## config.mk

```make
export PLATFORM = sky130hd
export DESIGN_NAME = mbt_node_matcher
export DESIGN_NICKNAME = d
export VERILOG_FILES = /design/src/rtl/mbt_pkg.sv /design/src/rtl/mbt_ripple_chain.sv /design/src/rtl/mbt_node_matcher.sv
export SDC_FILE = /design/constraint.sdc
export NUM_CORES = 1
export LEC_CHECK = 0
export CAP_MARGIN = 25
export CORE_MARGIN = 4
export CORE_UTILIZATION = 37
export CTS_CLUSTER_SIZE = 8
export DETAILED_ROUTE_END_ITERATION = 8
export DONT_BUFFER_PORTS = 1
export SLEW_MARGIN = 10
export SYNTH_ARGS = -nofsm -noshare
export SYNTH_HDL_FRONTEND = slang
export SYNTH_SLANG_ARGS = --single-unit
```

## constraint.sdc

```tcl
create_clock -name clk -period 2.2 [get_ports clk]
set_clock_uncertainty 0.05 [all_clocks]
set_input_delay 0.44 -clock clk [delete_from_list [all_inputs] [get_ports clk]]
set_output_delay 0.44 -clock clk [all_outputs]
set_load 0.02 [all_outputs]
```

## src/rtl/mbt_pkg.sv

```systemverilog
// Shared definitions for the multibit-tree node matcher: op codes,
// the output-register state encoding and the response flag bundle.
package mbt_pkg;

    // Operation codes presented on op_code
    localparam logic [1:0] OP_SEARCH    = 2'b00;
    localparam logic [1:0] OP_SET       = 2'b01;
    localparam logic [1:0] OP_CLEAR     = 2'b10;
    localparam logic [1:0] OP_CLEAR_ALL = 2'b11;

    // One-deep response register: EMPTY means rsp_valid is low
    typedef enum logic {
        ST_EMPTY = 1'b0,
        ST_FULL  = 1'b1
    } mbt_state_t;

    // Response flags; the index travels separately because its width
    // depends on the node width parameter
    typedef struct packed {
        logic found;
        logic wrap;
        logic err;
    } mbt_rsp_t;

endpackage

```

## src/rtl/mbt_ripple_chain.sv

```systemverilog
// Combinational ripple priority chain built from matcher cells. Each cell
// sees its data bit, its mask bit and a ripple-in that is high once any
// lower cell has already claimed the hit. The lowest qualifying cell wins.
module mbt_ripple_chain #(
    parameter int WIDTH = 8
) (
    input  logic [WIDTH-1:0] data,
    input  logic [WIDTH-1:0] mask,
    output logic [WIDTH-1:0] hit,
    output logic             any_hit
);

    // ripple[i] is high when some cell below i already produced a hit
    logic [WIDTH:0] ripple;

    assign ripple[0] = 1'b0;

    genvar gi;
    generate
        for (gi = 0; gi < WIDTH; gi = gi + 1) begin : g_cell
            logic cand;
            assign cand          = data[gi] & mask[gi];
            assign hit[gi]       = cand & ~ripple[gi];
            assign ripple[gi+1]  = ripple[gi] | cand;
        end
    endgenerate

    // The final ripple-out is simply "some cell matched"
    assign any_hit = ripple[WIDTH];

endmodule

```

## src/rtl/mbt_node_matcher.sv

```systemverilog
// One tree node of the multibit-tree tag sorter. Holds a WIDTH-bit
// occupancy bitmap and serves SET / CLEAR / CLEAR_ALL / SEARCH operations
// through a valid/ready op port and a one-deep registered response port.
// SEARCH returns the first occupied slot at or above op_idx, optionally
// wrapping around to slot 0 when nothing is found above.
module mbt_node_matcher
    import mbt_pkg::*;
#(
    parameter  int WIDTH = 8,
    parameter  int WRAP  = 1,
    localparam int IDX_W = $clog2(WIDTH)
) (
    input  logic             clk,
    input  logic             rst,
    input  logic             op_valid,
    output logic             op_ready,
    input  logic [1:0]       op_code,
    input  logic [IDX_W-1:0] op_idx,
    output logic             rsp_valid,
    input  logic             rsp_ready,
    output logic             rsp_found,
    output logic [IDX_W-1:0] rsp_idx,
    output logic             rsp_wrap,
    output logic             rsp_err,
    output logic [WIDTH-1:0] bitmap
);

    // Node width widened by one bit so op_idx can be range-checked even when
    // WIDTH is an exact power of two (the check then never fires)
    localparam logic [IDX_W:0] WIDTH_L = WIDTH[IDX_W:0];

    mbt_state_t       state_reg;
    logic [WIDTH-1:0] bitmap_reg;
    logic [WIDTH-1:0] bitmap_next;
    mbt_rsp_t         rsp_reg;
    mbt_rsp_t         rsp_next;
    logic [IDX_W-1:0] rsp_idx_reg;
    logic [IDX_W-1:0] rsp_idx_next;

    logic             accept;
    logic             idx_err;
    logic [WIDTH-1:0] search_mask;
    logic [WIDTH-1:0] target_sel;
    logic [WIDTH-1:0] hit_main;
    logic [WIDTH-1:0] hit_wrap;
    logic             any_main;
    logic             any_wrap;
    logic [IDX_W-1:0] idx_main;
    logic [IDX_W-1:0] idx_wrap;

    // Handshake: the response register can take a new op whenever it is
    // empty or is being drained in the same cycle; nothing enters in reset
    assign rsp_valid = (state_reg == ST_FULL);
    assign op_ready  = !rst && (!rsp_valid || rsp_ready);
    assign accept    = op_valid && op_ready;

    // Only meaningful for non-power-of-two widths
    assign idx_err = ({1'b0, op_idx} >= WIDTH_L);

    // Per-slot decode of op_idx: thermometer mask for the first search pass
    // and a one-hot select for SET/CLEAR. An out-of-range index selects
    // no slot at all.
    genvar gi;
    generate
        for (gi = 0; gi < WIDTH; gi = gi + 1) begin : g_decode
            assign search_mask[gi] = (IDX_W'(gi) >= op_idx);
            assign target_sel[gi]  = (IDX_W'(gi) == op_idx);
        end
    endgenerate

    // Pass 1: slots at or above the query index
    mbt_ripple_chain #(
        .WIDTH (WIDTH)
    ) u_pass_main (
        .data    (bitmap_reg),
        .mask    (search_mask),
        .hit     (hit_main),
        .any_hit (any_main)
    );

    // Pass 2: the whole bitmap, used only when pass 1 misses and WRAP is set
    mbt_ripple_chain #(
        .WIDTH (WIDTH)
    ) u_pass_wrap (
        .data    (bitmap_reg),
        .mask    ({WIDTH{1'b1}}),
        .hit     (hit_wrap),
        .any_hit (any_wrap)
    );

    // One-hot to binary encoders for both passes (OR of the set positions)
    always_comb begin
        idx_main = '0;
        idx_wrap = '0;
        for (int i = 0; i < WIDTH; i++) begin
            if (hit_main[i]) idx_main = idx_main | IDX_W'(i);
            if (hit_wrap[i]) idx_wrap = idx_wrap | IDX_W'(i);
        end
    end

    // Next bitmap and response for the op on the port; committed only on accept.
    // SEARCH reads bitmap_reg, i.e. the state before this edge.
    always_comb begin
        bitmap_next  = bitmap_reg;
        rsp_next     = '0;
        rsp_idx_next = '0;
        case (op_code)
            OP_SET: begin
                rsp_idx_next = op_idx;
                rsp_next.err = idx_err;
                if (!idx_err) bitmap_next = bitmap_reg | target_sel;
            end
            OP_CLEAR: begin
                rsp_idx_next = op_idx;
                rsp_next.err = idx_err;
                if (!idx_err) bitmap_next = bitmap_reg & ~target_sel;
            end
            OP_CLEAR_ALL: begin
                bitmap_next = '0;
            end
            OP_SEARCH: begin
                // An out-of-range query reports only err; idx stays 0 as for a miss
                if (idx_err) begin
                    rsp_next.err = 1'b1;
                end else if (any_main) begin
                    rsp_next.found = 1'b1;
                    rsp_idx_next   = idx_main;
                end else if ((WRAP != 0) && any_wrap) begin
                    rsp_next.found = 1'b1;
                    rsp_next.wrap  = 1'b1;
                    rsp_idx_next   = idx_wrap;
                end
            end
            default: begin
                bitmap_next = bitmap_reg;
            end
        endcase
    end

    // Output-register FSM plus bitmap state; fields hold while stalled
    always_ff @(posedge clk) begin
        if (rst) begin
            state_reg   <= ST_EMPTY;
            bitmap_reg  <= '0;
            rsp_reg     <= '0;
            rsp_idx_reg <= '0;
        end else begin
            case (state_reg)
                ST_EMPTY: if (accept) state_reg <= ST_FULL;
                ST_FULL:  if (!accept && rsp_ready) state_reg <= ST_EMPTY;
                default:  state_reg <= ST_EMPTY;
            endcase
            if (accept) begin
                bitmap_reg  <= bitmap_next;
                rsp_reg     <= rsp_next;
                rsp_idx_reg <= rsp_idx_next;
            end
        end
    end

    assign rsp_found = rsp_reg.found;
    assign rsp_wrap  = rsp_reg.wrap;
    assign rsp_err   = rsp_reg.err;
    assign rsp_idx   = rsp_idx_reg;
    assign bitmap    = bitmap_reg;

endmodule
```

==> flow_metrics.py, run 1 <==
metrics = {
    "synthesis": {
        "ys_seq_elements": 14,
        "total_number_of_yosys_warnings": 0,
        "synth.cell_area_um2": 994.7,
        "synth_top_family_by_area": "compound AO/OA/AOI/OAI gates",
        "synthDominantAreaCellType": "sky130_fd_sc_hd__dfxtp_1",
        "async_reset_ff_share_pct": 0,
        "synth_top_flop_cell": "sky130_fd_sc_hd__dfxtp_1",
        "synth_xor_area_share_pct": 0,
        "synth_area_per_cell_um2": 7.652,
        "post_synthesis_net_count": 142,
        "synth.area.mux_share_pct": 1.006,
        "seq_area_frac_synth_pct": 28.18,
        "most_area_consuming_cells_after_synthesis": "sky130_fd_sc_hd__dfxtp_1 28%, sky130_fd_sc_hd__buf_4 8.3%, sky130_fd_sc_hd__a21oi_1 7.0%",
        "synth_enable_flop_cells": 0,
        "synthSimpleGateAreaFrac_pct": 23.65,
        "syn-instance-count": 130,
        "synthTopCellsByCount": "14 x sky130_fd_sc_hd__a21oi_1, 14 x sky130_fd_sc_hd__dfxtp_1, 11 x sky130_fd_sc_hd__buf_4, 11 x sky130_fd_sc_hd__nor2_1, 9 x sky130_fd_sc_hd__o21ai_0",
        "synth_cell_types": 40,
        "synth-compound-area-share_pct": 30.69,
        "synth_top_area_share_pct": 28.18,
        "adder_and_majority_gate_portion_of_the_synthesized_area_pct": 3.774,
    },
    "setup_path": {
        "critPathRequiredTime_ps": 2330,
        "worstPathMaxFanout": 6,
        "crit_type": "flip-flop to flip-flop",
        "startpoint_type": "flip-flop",
        "crit_path_end_kind": "flip-flop",
        "worst_path_arrival_ps": 2060,
    },
    "sta": {
        "final.hold.worst_slack_ps": 171.0,
        "final.setup.tns_ps": 0,
        "rsz0062_at_grt": "false",
        "finalSetupViolCount": 0,
        "final_period_util_pct": 87.59,
        "fmax_ghz": 0.5189,
        "timing_hold_violations_final": 0,
        "min_period_ps": 1927,
        "slew_violations": 0,
    },
    "pwr": {
        "fin_total_pwr_w": 0.0005418,
        "power_density_nw_per_um2": 536.6,
        "worst_vdd_rail_ir_drop_uv": 231.2,
        "power_leakage_nw": 0.3736,
    },
    "global_route": {
        "grt_start_max_net_pins": 17,
        "grt_pass1_wl_um": 4181,
        "vias_in_the_first_global_route": 887,
        "grt_antenna_before_repair": 0,
        "overflow": 0,
        "grtUsageTotal_pct": 15.45,
    },
    "cts": {
        "cts_tree": "built",
        "cts_setup_buffers": 0,
        "numCtsBuffers": 3,
        "clkSlewWorstSetupHoldPaths_ps": 90,
        "h-tree-depth": 1,
        "tritoncts_num_sinks": 14,
        "cts-hold-fix-buffers": 0,
        "cts.repair.resized": 0,
        "clk-insertion-delay-late_ps": 280,
        "maximum_number_of_buffers_from_clock_root_to_sink": 2,
        "cts_root_buffer": "sky130_fd_sc_hd__clkbuf_4",
    },
    "cells_and_area": {
        "area_growth_pct": 1.510,
        "post_route_cells_drive_above_1_share_pct": 14.40,
        "post-route-util_pct": 40.03,
        "diodes_inserted": 0,
        "num-nets-final": 138,
        "max_reg_flops": 8,
    },
    "floorplan": {
        "effective_utilization_at_floorplan_pct": 39.43,
        "fp.dieW_um": 59.85,
        "num_rows": 18,
        "die_area_um2": 3582,
        "io_pins": 25,
        "die_y_um": 59.85,
        "core-area_um2": 2522,
    },
    "detailed_routing": {
        "avgViaCountPerCell": 6.071,
        "via_count": 941,
        "drt_pre_antenna_iters": 4,
        "drt_first_iter_violations": 58,
        "drt_drc_violations_left": 0,
        "drt_wl_total_um": 2567,
        "route.antenna.remaining_nets": 0,
        "wl_per_cell_um": 16.56,
    },
    "placed_design": {
        "port_buffers": 0,
        "routability_cong": 0.9513,
        "place_hpwl_um": 1972,
    },
    "flow_run": {
        "cap_viol_max_count": 0,
    },
    "run_status": {
        "status": "finished, final reports clean",
    },
    "min_path": {
        "worst_hold_check_path_type": "primary input to flip-flop",
    },
}
worst max-delay path, stage by stage, from the launching register on:
cell,delay [ps]
sky130_fd_sc_hd__dfxtp_1,430
sky130_fd_sc_hd__or4_4,540
sky130_fd_sc_hd__or4_4,430
sky130_fd_sc_hd__o21a_1,190
sky130_fd_sc_hd__mux2i_1,130
sky130_fd_sc_hd__nor2_1,50
worst paths after layout:
| kind | startpoint | cells past startpoint | slack [ps] | end |
|---|---|---|---|---|
| max reg2reg | bitmap[0] | 5 | 270 | rsp_found |
| max | bitmap[0] | 5 | 270 | rsp_found |
| min reg2reg | rsp_idx[0] | 2 | 510 | rsp_idx[0] |
| min | rst | 1 | 170 | bitmap[5] |
metrics by stage:
| stage | instance area (um2) | cells | setup slack, ps |
|---|---|---|---|
| floorplan | 994.7 | 130 | 393.0 |
| finish | 1010 | 155 | 273.0 |
| detailed placement | 973.4 | 151 | 295.6 |
| global placement | 973.4 | 151 | 332.2 |
| global route | 1010 | 155 | 171.4 |
| CTS | 1010 | 155 | 284.2 |
cell usage in the layout (no fill, tap or decap), drive strengths merged, types with 3 or more instances in the layout:
cell type,n
nor4,3
a21oi,14
nor2,12
dfxtp,14
o31ai,3
nor3,4
ha,3
clkbuf,4
buf,5
nor2b,3
inv,7
nand2,7
o21ai,14
a211oi,8
logic make-up (layout without fill, tap and decap cells):
| group | count (synthesis) | after routing |
|---|---|---|
| mux | 1 | 1 |
| flops | 14 | 14 |
| simple gates | 41 | 41 |
| other cells | 1 | 1 |
| compound gates | 49 | 49 |
| buf+inv | 21 | 16 |
| fa+ha+maj | 3 | 3 |
routing by layer:
| metal | GRT usage, % | up-vias | wire length, um |
|---|---|---|---|
| li1 | - | 460 | - |
| met1 | 20.42 | 435 | 1116 |
| met2 | 24.54 | 44 | 1201 |
| met3 | 3.888 | 2 | 233 |
| met4 | 4.747 | 0 | 17 |
| met5 | 0 | - | 0 |
power breakdown:
part           switching (W)  internal [W]   total, W  leakage, nW
clock              0.0000876      0.000101   0.000188       0.0210
combinational      0.0000489     0.0000336  0.0000825        0.239
sequential         0.0000121      0.000259   0.000271        0.113
total               0.000149      0.000393   0.000542        0.374
cell type report:
type / instances / area, um2
Fill cell: 278 / 1513
Multi-Input combinational cell: 95 / 591.8
Sequential cell: 14 / 280.3
Timing Repair Buffer: 5 / 37.54
Tap cell: 30 / 37.54
Clock buffer: 4 / 36.28
Inverter: 7 / 26.28
(Power assumes the default switching activity.)
==> run 2: changes to the inputs <==
clock period = 1.6 ns   (was 2.2 ns; I/O delays follow)
==> run 2 against run 1 <==
Effect of this change: the run now ends with setup timing left; clock power rose by 39%; utilization rose by 11 points; fmax rose by 7.0%; final cell count rose by 12%; power rose by 49%; global-route usage rose by 1.0 points; die area did not move; via count rose by 12%; count of clock-buffer cells in the layout did not move; setup slack got worse by 470 ps; non-clock buffer count rose by 19; critical endpoint unchanged; highest routed layer unchanged.
==> flow_metrics.py, run 2 (same netlist as run 1, synthesis figures left out) <==
metrics = {
    "setup_path": {
        "worstPathMaxFanout": 2,
        "critPathRequiredTime_ps": 1740,
        "path_buf_inv": 0,
        "slowest_delay_ps": 520,
        "startpoint_type": "flip-flop",
        "crit_path_end_kind": "flip-flop",
        "worst_path_arrival_ps": 1940,
        "ff2ff_setup_slack_ps": -200,
        "timing.critical_path.mode_cell": "sky130_fd_sc_hd__or4_4",
        "cp_cell_sequence": "or4_4 > or4_4 > o21a_1 > mux2i_1 > nor2_1",
        "cell_class_contributing_the_biggest_share_of_worst_path_delay": "simple AND/OR/NAND/NOR gates",
        "crit_type": "flip-flop to flip-flop",
        "timing.critical_path.slowest_stage_cell": "sky130_fd_sc_hd__or4_4",
    },
    "placed_design": {
        "port_buffers": 0,
        "routability_cong": 0.8687,
        "place_hpwl_um": 2101,
    },
    "global_route": {
        "grt_antenna_before_repair": 0,
        "vias_in_the_first_global_route": 996,
        "overflow": 0,
        "grt_start_max_net_pins": 17,
        "grt_pass1_wl_um": 4505,
        "grtUsageTotal_pct": 16.47,
    },
    "detailed_routing": {
        "drt_first_iter_violations": 46,
        "drt_drc_violations_left": 0,
        "avgViaCountPerCell": 6.075,
        "route.antenna.remaining_nets": 0,
        "via_count": 1057,
        "wl_per_cell_um": 17.45,
        "drt_pre_antenna_iters": 4,
        "drt_wl_total_um": 3037,
    },
    "pwr": {
        "power.net_switching_w": 0.0002306,
        "sw_frac_of_total_pct": 28.66,
        "power_leakage_nw": 0.5059,
        "fin_total_pwr_w": 0.0008048,
        "power.internal_w": 0.0005742,
        "clockPowerShare_pct": 32.5,
        "worst_vdd_rail_ir_drop_uv": 340.4,
        "power_frac_comb_pct": 22.1,
        "pwr-share-seq_pct": 45.4,
        "power_density_nw_per_um2": 626.9,
    },
    "cts": {
        "numCtsBuffers": 3,
        "cts_tree": "built",
        "cts_root_buffer": "sky130_fd_sc_hd__clkbuf_4",
        "maximum_number_of_buffers_from_clock_root_to_sink": 2,
        "h-tree-depth": 1,
        "clk-insertion-delay-late_ps": 290,
        "clkSlewWorstSetupHoldPaths_ps": 80,
        "cts-hold-fix-buffers": 0,
        "tritoncts_num_sinks": 14,
    },
    "floorplan": {
        "die_area_um2": 3582,
        "die_y_um": 59.85,
        "io_pins": 25,
        "num_rows": 18,
        "fp.dieW_um": 59.85,
        "core-area_um2": 2522,
        "effective_utilization_at_floorplan_pct": 39.43,
    },
    "cells_and_area": {
        "final.fill_count": 244,
        "area_growth_pct": 29.06,
        "num-nets-final": 157,
        "area_occupied_by_multi_input_gates_um2": 701.9,
        "mostFrequentLayoutCell": "sky130_fd_sc_hd__buf_4",
        "diodes_inserted": 0,
        "max_reg_flops": 8,
        "sequential_cell_area_um2": 285.3,
        "layout_common_cells": "22 x sky130_fd_sc_hd__buf_4, 12 x sky130_fd_sc_hd__dfxtp_1, 10 x sky130_fd_sc_hd__nor2_1",
        "post_route_cells_drive_above_1_share_pct": 40.97,
    },
    "run_status": {
        "status": "finished, violations left",
        "failed_checks": "setup timing",
    },
    "sta": {
        "timing_hold_violations_final": 0,
        "final_period_util_pct": 112.6,
        "slew_violations": 0,
        "min_period_ps": 1801,
        "rsz0062_at_grt": "true",
        "fmax_ghz": 0.5551,
        "final.setup.tns_ps": -958.0,
        "finalSetupViolCount": 7,
        "setup_ws_ps": -201.4,
    },
    "min_path": {
        "worst_hold_check_path_type": "primary input to flip-flop",
    },
    "flow_run": {
        "cap_viol_max_count": 0,
    },
}
==> run 2: changes by cell type in the layout (fill, tap and decap cells not counted), sizes merged <==
cell and delta:
buf +19
==> run 2: layout make-up <==
type / count / share of cell area (%)
Sequential cell: 14 / 22.22
Clock buffer: 4 / 2.827
Multi-Input combinational cell: 95 / 54.68
Inverter: 7 / 2.047
Timing Repair Buffer: 24 / 15.30
Tap cell: 30 / 2.924
==> run 2: worst register-to-register path, cell delays in order, from the launching register on <==
cell	delay [ps]
sky130_fd_sc_hd__dfxtp_2	330
sky130_fd_sc_hd__or4_4	520
sky130_fd_sc_hd__or4_4	430
sky130_fd_sc_hd__o21a_1	200
sky130_fd_sc_hd__mux2i_1	130
sky130_fd_sc_hd__nor2_1	50
==> run 2: per-stage QoR <==
step	hold WS [ps]	instances	util (%)	setup WS, ps	cell area (um2)
floorplan	335.3	130	-	-192.3	1025
global placement	335.5	167	44.89	-157.6	1132
detailed placement	338.1	167	44.89	-208.0	1132
CTS	38.04	172	48.07	-218.1	1212
global route	33.51	174	50.89	-257.9	1284
finish	32.84	174	50.89	-201.4	1284
==> run 2: metal layers <==
layer  routed length [um]  GRT usage, %
met5                    0             0
met4                   75         6.329
met3                  221         2.808
met2                 1491         27.93
met1                 1248         20.55
==> run 2: power groups by stage <==
stage / clock network, W / logic (W) / registers, W
floorplan: 0 / 0.000120 / 0.000376
global placement: 0 / 0.000146 / 0.000374
detailed placement: 0 / 0.000148 / 0.000374
CTS: 0.000259 / 0.000158 / 0.000365
global route: 0.000276 / 0.000191 / 0.000367
finish: 0.000261 / 0.000178 / 0.000365
==> run 2: repair_timing <==
| action | CTS | global route |
|---|---|---|
| gates resized for setup | 7 | 12 |
| setup buffers | 1 | 2 |
| endpoints found under the setup margin | 10 | 12 |
| pin swaps | 5 | 14 |
| gates cloned | 0 | 0 |
==> run 2: worst paths after layout <==
check,start,endpoint,cells past startpoint
setup / recovery,bitmap[2],rsp_found,5
setup reg to reg,bitmap[2],rsp_found,5
hold reg to reg,rsp_idx[0],rsp_idx[0],2
hold / removal,rst,rsp_valid,1
